File: config.mk
export PLATFORM = sky130hd
export DESIGN_NAME = hazard_ctrl
export DESIGN_NICKNAME = d
export VERILOG_FILES = /design/src/rtl/hazard_ctrl.sv
export SDC_FILE = /design/constraint.sdc
export NUM_CORES = 1
export LEC_CHECK = 0
export CORE_MARGIN = 2
export CORE_UTILIZATION = 51
export CTS_CLUSTER_DIAMETER = 60
export DETAILED_ROUTE_END_ITERATION = 8
export PLACE_DENSITY = 0.88
export SYNTH_ARGS = -nofsm -noshare
export SYNTH_HDL_FRONTEND = slang
export SYNTH_SLANG_ARGS = --single-unit
File: constraint.sdc
create_clock -name clk -period 3.2 [get_ports clk]
set_input_delay 0.64 -clock clk [delete_from_list [all_inputs] [get_ports clk]]
set_output_delay 0.64 -clock clk [all_outputs]
set_load 0.01 [all_outputs]
File: src/rtl/hazard_ctrl.sv
// Hazard controller for the 5-stage RV32I pipeline.
// Produces E-stage operand forwarding selects, per-stage stall/flush
// controls, a memory-wait timeout watchdog and saturating stall counters.
module hazard_ctrl #(
    parameter int TIMEOUT = 16,
    parameter int CNT_W   = 32
) (
    input  logic             clk,
    input  logic             rst,
    input  logic [4:0]       Rs1D,
    input  logic [4:0]       Rs2D,
    input  logic [4:0]       Rs1E,
    input  logic [4:0]       Rs2E,
    input  logic [4:0]       RdE,
    input  logic [4:0]       RdM,
    input  logic [4:0]       RdW,
    input  logic             ResultSrcE0,
    input  logic             RegWriteM,
    input  logic             RegWriteW,
    input  logic             PCSrcE,
    input  logic             MemReqM,
    input  logic             MemReadyM,
    output logic [1:0]       ForwardAE,
    output logic [1:0]       ForwardBE,
    output logic             StallF,
    output logic             StallD,
    output logic             StallE,
    output logic             StallM,
    output logic             StallW,
    output logic             FlushD,
    output logic             FlushE,
    output logic             MemTimeout,
    output logic [CNT_W-1:0] LoadStallCnt,
    output logic [CNT_W-1:0] MemStallCnt
);

    // Wait counter only needs to reach TIMEOUT-1 before the watchdog fires.
    localparam int WAIT_W = (TIMEOUT > 2) ? $clog2(TIMEOUT) : 1;

    typedef enum logic [1:0] {
        RUN      = 2'd0,
        MEM_WAIT = 2'd1,
        ERROR    = 2'd2
    } state_t;

    state_t              state_reg;
    logic [WAIT_W-1:0]   wait_cnt_reg;
    logic [CNT_W-1:0]    load_cnt_reg;
    logic [CNT_W-1:0]    mem_cnt_reg;

    logic                lw_stall;
    logic                mem_stall;
    logic                freeze;
    logic                lw_row;

    logic [4:0]          rs_e [2];
    logic [1:0]          fwd  [2];

    assign rs_e[0] = Rs1E;
    assign rs_e[1] = Rs2E;

    // Forwarding selects: M-stage result beats W-stage result; x0 never forwards.
    generate
        for (genvar gi = 0; gi < 2; gi++) begin : g_fwd
            assign fwd[gi] = (RegWriteM && (RdM != 5'd0) && (rs_e[gi] == RdM)) ? 2'b10 :
                             (RegWriteW && (RdW != 5'd0) && (rs_e[gi] == RdW)) ? 2'b01 :
                                                                                 2'b00;
        end
    endgenerate

    assign ForwardAE = fwd[0];
    assign ForwardBE = fwd[1];

    assign lw_stall  = ResultSrcE0 && (RdE != 5'd0) && ((Rs1D == RdE) || (Rs2D == RdE));
    assign mem_stall = ((state_reg == RUN) && MemReqM && !MemReadyM) ||
                       ((state_reg == MEM_WAIT) && !MemReadyM);
    assign freeze    = (state_reg == ERROR) || mem_stall;

    // The load-use row only wins when nothing of higher priority is active.
    assign lw_row    = !rst && !freeze && !PCSrcE && lw_stall;

    // Stall/flush priority: reset, frozen pipe, taken branch, load-use, idle.
    always_comb begin
        StallF = 1'b0;
        StallD = 1'b0;
        StallE = 1'b0;
        StallM = 1'b0;
        StallW = 1'b0;
        FlushD = 1'b0;
        FlushE = 1'b0;
        if (rst) begin
            FlushD = 1'b1;
            FlushE = 1'b1;
        end else if (freeze) begin
            StallF = 1'b1;
            StallD = 1'b1;
            StallE = 1'b1;
            StallM = 1'b1;
            StallW = 1'b1;
        end else if (PCSrcE) begin
            FlushD = 1'b1;
            FlushE = 1'b1;
        end else if (lw_stall) begin
            StallF = 1'b1;
            StallD = 1'b1;
            FlushE = 1'b1;
        end
    end

    // Memory-wait sequencer with timeout watchdog; ERROR holds until reset.
    always_ff @(posedge clk) begin
        if (rst) begin
            state_reg    <= RUN;
            wait_cnt_reg <= '0;
        end else begin
            case (state_reg)
                RUN: begin
                    if (MemReqM && !MemReadyM) begin
                        state_reg    <= MEM_WAIT;
                        wait_cnt_reg <= WAIT_W'(1);
                    end else begin
                        wait_cnt_reg <= '0;
                    end
                end
                MEM_WAIT: begin
                    if (MemReadyM) begin
                        state_reg    <= RUN;
                        wait_cnt_reg <= '0;
                    end else if (wait_cnt_reg == WAIT_W'(TIMEOUT - 1)) begin
                        state_reg    <= ERROR;
                    end else begin
                        wait_cnt_reg <= wait_cnt_reg + WAIT_W'(1);
                    end
                end
                ERROR: begin
                    state_reg <= ERROR;
                end
                default: begin
                    state_reg    <= RUN;
                    wait_cnt_reg <= '0;
                end
            endcase
        end
    end

    // Saturating performance counters for cycles lost to each stall cause.
    always_ff @(posedge clk) begin
        if (rst) begin
            load_cnt_reg <= '0;
            mem_cnt_reg  <= '0;
        end else begin
            if (lw_row && (load_cnt_reg != '1)) begin
                load_cnt_reg <= load_cnt_reg + CNT_W'(1);
            end
            if (mem_stall && (mem_cnt_reg != '1)) begin
                mem_cnt_reg <= mem_cnt_reg + CNT_W'(1);
            end
        end
    end

    assign MemTimeout   = (state_reg == ERROR);
    assign LoadStallCnt = load_cnt_reg;
    assign MemStallCnt  = mem_cnt_reg;

endmodule
==> out/metrics.yaml <==
sta:
  timing.final.ws_setup_ns: 0.05188
  fin_setup_tns_ns: 0
  period_minus_slack_ns: 3.148
  setup_viol: 0
  hold_viol_final: 0
  rsz0062_at_grt: "no"
  drv_slew: 0
  worst_slew_pin_slew_ns: 0.6333
  period_share_pct: 98.38
  fin_skew_ns: 0.01419
  relSlewSlack_pct: 57.78
  clock.fmax_mhz: 317.7
floorplanning:
  die_w_um: 91.41
  dieArea_sq_um: 8355
  ios: 119
  die_h_um: 91.41
  core_area_sq_um: 7331
  start_util_pct: 53.15
  row_count: 31
setup_path:
  cp.arrival_ns: 2.51
  cp-endpoint: "ForwardBE[1]"
  worstPathRequired_ns: 2.56
  start_kind: "input port"
  critPathLaunch: "RdM[1]"
  critical_path.endpoint_type: "output pin"
  rr_startpoint: "LoadStallCnt[0]"
  rr_worst_depth: 7
  cp_max_fo: 2
  worstReg2RegEnd: "LoadStallCnt[24]"
  crit_type: "in -> out"
  r2r_setup_slack_ns: 0.84
placement:
  dpl_cell_area_sq_um: 5263
  io_buffers: 118
  globalplace.congestion: 0.8854
  dp_slack_ns: -0.3598
  dp_hpwl_mm: 7.358
cts:
  holdBufCountCts: 0
  cts_tree: "yes"
  cts.sinks: 70
  worstSkewPairLatency_ns: 0.35
  cts_root_buf: "clkbuf_8"
  h-tree-depth: 3
  path_clk_slew_ns: 0.07
  cts_buffer_depth: 2
  cts_made_buffers: 9
logic_synthesis:
  synth_adder_area_share_pct: 0.9634
  netlist_instances: 476
  ys_warn_count: 0
  yosysSeqAreaShare_pct: 35.97
  yosysTopAreaCell: "dfxtp_1"
  synth_top_cells_by_area: "dfxtp_1, xor2_1, nor2_1"
  synth_fp_nets: 522
  synth_top_family_by_area: "simple AND/OR/NAND/NOR gates"
  synth_common_cells: "dfxtp_1, nor2_1, xor2_1"
  synth_ff_type: "dfxtp_1"
  synth-seq-cells: 70
  synthSimpleGateAreaFrac_pct: 33.24
  synthMuxAreaShare_pct: 2.537
  yosysTopAreaCellShare_pct: 35.97
  synthArstFlopShare_pct: 0
  synth-compound-area-share_pct: 10.12
  yosysMostFrequentCell: "dfxtp_1"
  syn-cell-area_sq_um: 3896
  synth_edf_count: 0
  avgSynthCellArea_sq_um: 8.185
  yosys.cell_types.count: 47
  synth_xor_area_share_pct: 14.16
global_routing:
  grt_remaining_overflow: 0
  grt_pass1_vias: 3794
  grt_antenna_before_repair: 0
  grt_pass1_wl_mm: 17.00
  grt_usage_pct: 24.32
  grt_max_degree: 64
status:
  outcome: "finished, final reports clean"
route:
  drt_iter0_drc: 198
  drt_pass1_iterations: 4
  wl_per_cell_um: 14.23
  antenna_left: 0
  viasPerCell: 5.567
  vias: 3969
  routed_wl_mm: 10.15
  drc_errors: 0
layout:
  regArea_sq_um: 1401
  syn_to_final_growth_pct: 42.65
  n_fill_cell: 495
  n_antenna_cell: 0
  multi_input_area_sq_um: 2435
  fin_util_pct: 75.82
  layout-drive-gt1-share_pct: 11.56
  stdcell_area_sq_um: 5558
  final_nets: 655
power_and_ir_drop:
  power_density_nw_per_um2: 356.3
  cellLeakagePower_nw: 1.920
  ir_drop_mv: 0.2510
hold_path:
  whs_path_depth: 2
  hp-class: "reg -> reg"
job:
  maxCapViolations: 0
==> layout make-up <==
| cell class | instances | area share, % |
|---|---|---|
| Multi-Input combinational cell | 381 | 43.81 |
| Sequential cell | 70 | 25.21 |
| Timing Repair Buffer | 138 | 23.68 |
| Clock buffer | 11 | 2.544 |
| Tap cell | 99 | 2.229 |
| Clock inverter | 5 | 1.914 |
| Inverter | 9 | 0.6078 |
==> kinds of logic (layout without fill, tap and decap cells) <==
group                    count (synthesis)  after routing
multiplexers                             9              9
flip-flops                              70             70
AO/OA/AOI/OAI                           63             63
AND/OR/NAND/NOR                        243            243
XOR/XNOR                                63             63
buffers and inverters                   25            163
adder cells (fa/ha/maj)                  3              3
==> routing by layer <==
metal / routed length (um) / up-vias / GRT usage, %
li1: - / 1957 / -
met1: 4423 / 1864 / 29.46
met2: 4997 / 123 / 41.85
met3: 502 / 25 / 5.145
met4: 225 / 0 / 9.596
met5: 0 / - / 0
==> worst min-delay path by stage <==
stage,from,to,slack [ns]
floorplan,wait_cnt_reg[2],wait_cnt_reg[2],0.47
global route,LoadStallCnt[14],LoadStallCnt[14],0.55
finish,LoadStallCnt[7],LoadStallCnt[7],0.52
detailed placement,MemStallCnt[31],MemStallCnt[31],0.50
CTS,MemStallCnt[31],MemStallCnt[31],0.51
global placement,wait_cnt_reg[2],wait_cnt_reg[2],0.49
==> report_power, final <==
group,total (mW),internal [mW],switching [mW]
Clock,0.888,0.541,0.347
Combinational,0.211,0.115,0.0965
Sequential,0.881,0.875,0.00666
==> critical path, stage by stage <==
cell             delay [ns]
clkdlybuf4s50_1        0.41
or4_1                  0.54
o21ai_2                0.23
nor4_4                 0.09
buf_4                  0.13
clkdlybuf4s50_1        0.47
==> timing repair <==
action                                  CTS  global route
endpoints found under the setup margin    6            10
pin swaps                                 1             4
setup buffers                             0             0
resized for setup                         8            17
==> metrics by stage <==
stage | power, mW | hold slack (ns) | instances
2_1_floorplan | 0.9896 | 0.4685 | 476
3_3_place_gp | 1.097 | 0.4873 | 697
3_5_place_dp | 1.103 | 0.4985 | 697
4_1_cts | 1.971 | 0.5086 | 713
5_1_grt | 2.040 | 0.5496 | 713
6_report | 1.981 | 0.5153 | 713
==> cell usage in the layout, fill, tap and decap left out, types with 3 or more instances in the layout <==
cell and instances:
clkdlybuf4s50_1 111, dfxtp_1 70, nor2_1 60, xor2_1 37
nand3_1 36, nand2_1 32, xnor2_1 26, a21oi_1 23
buf_4 21, o21ai_0 20, or4_1 13, nand4_1 13
nor3_1 12, or3_1 12, nor2b_1 12, and3_1 10
clkbuf_8 10, inv_1 9, and4_1 9, mux2_2 7
and2_1 6, o31ai_1 6, or2_2 4, nor4_1 4
nor4_2 3, or3_2 3, ha_1 3, bufinv_16 3
Power figures use the tool's default switching activity.
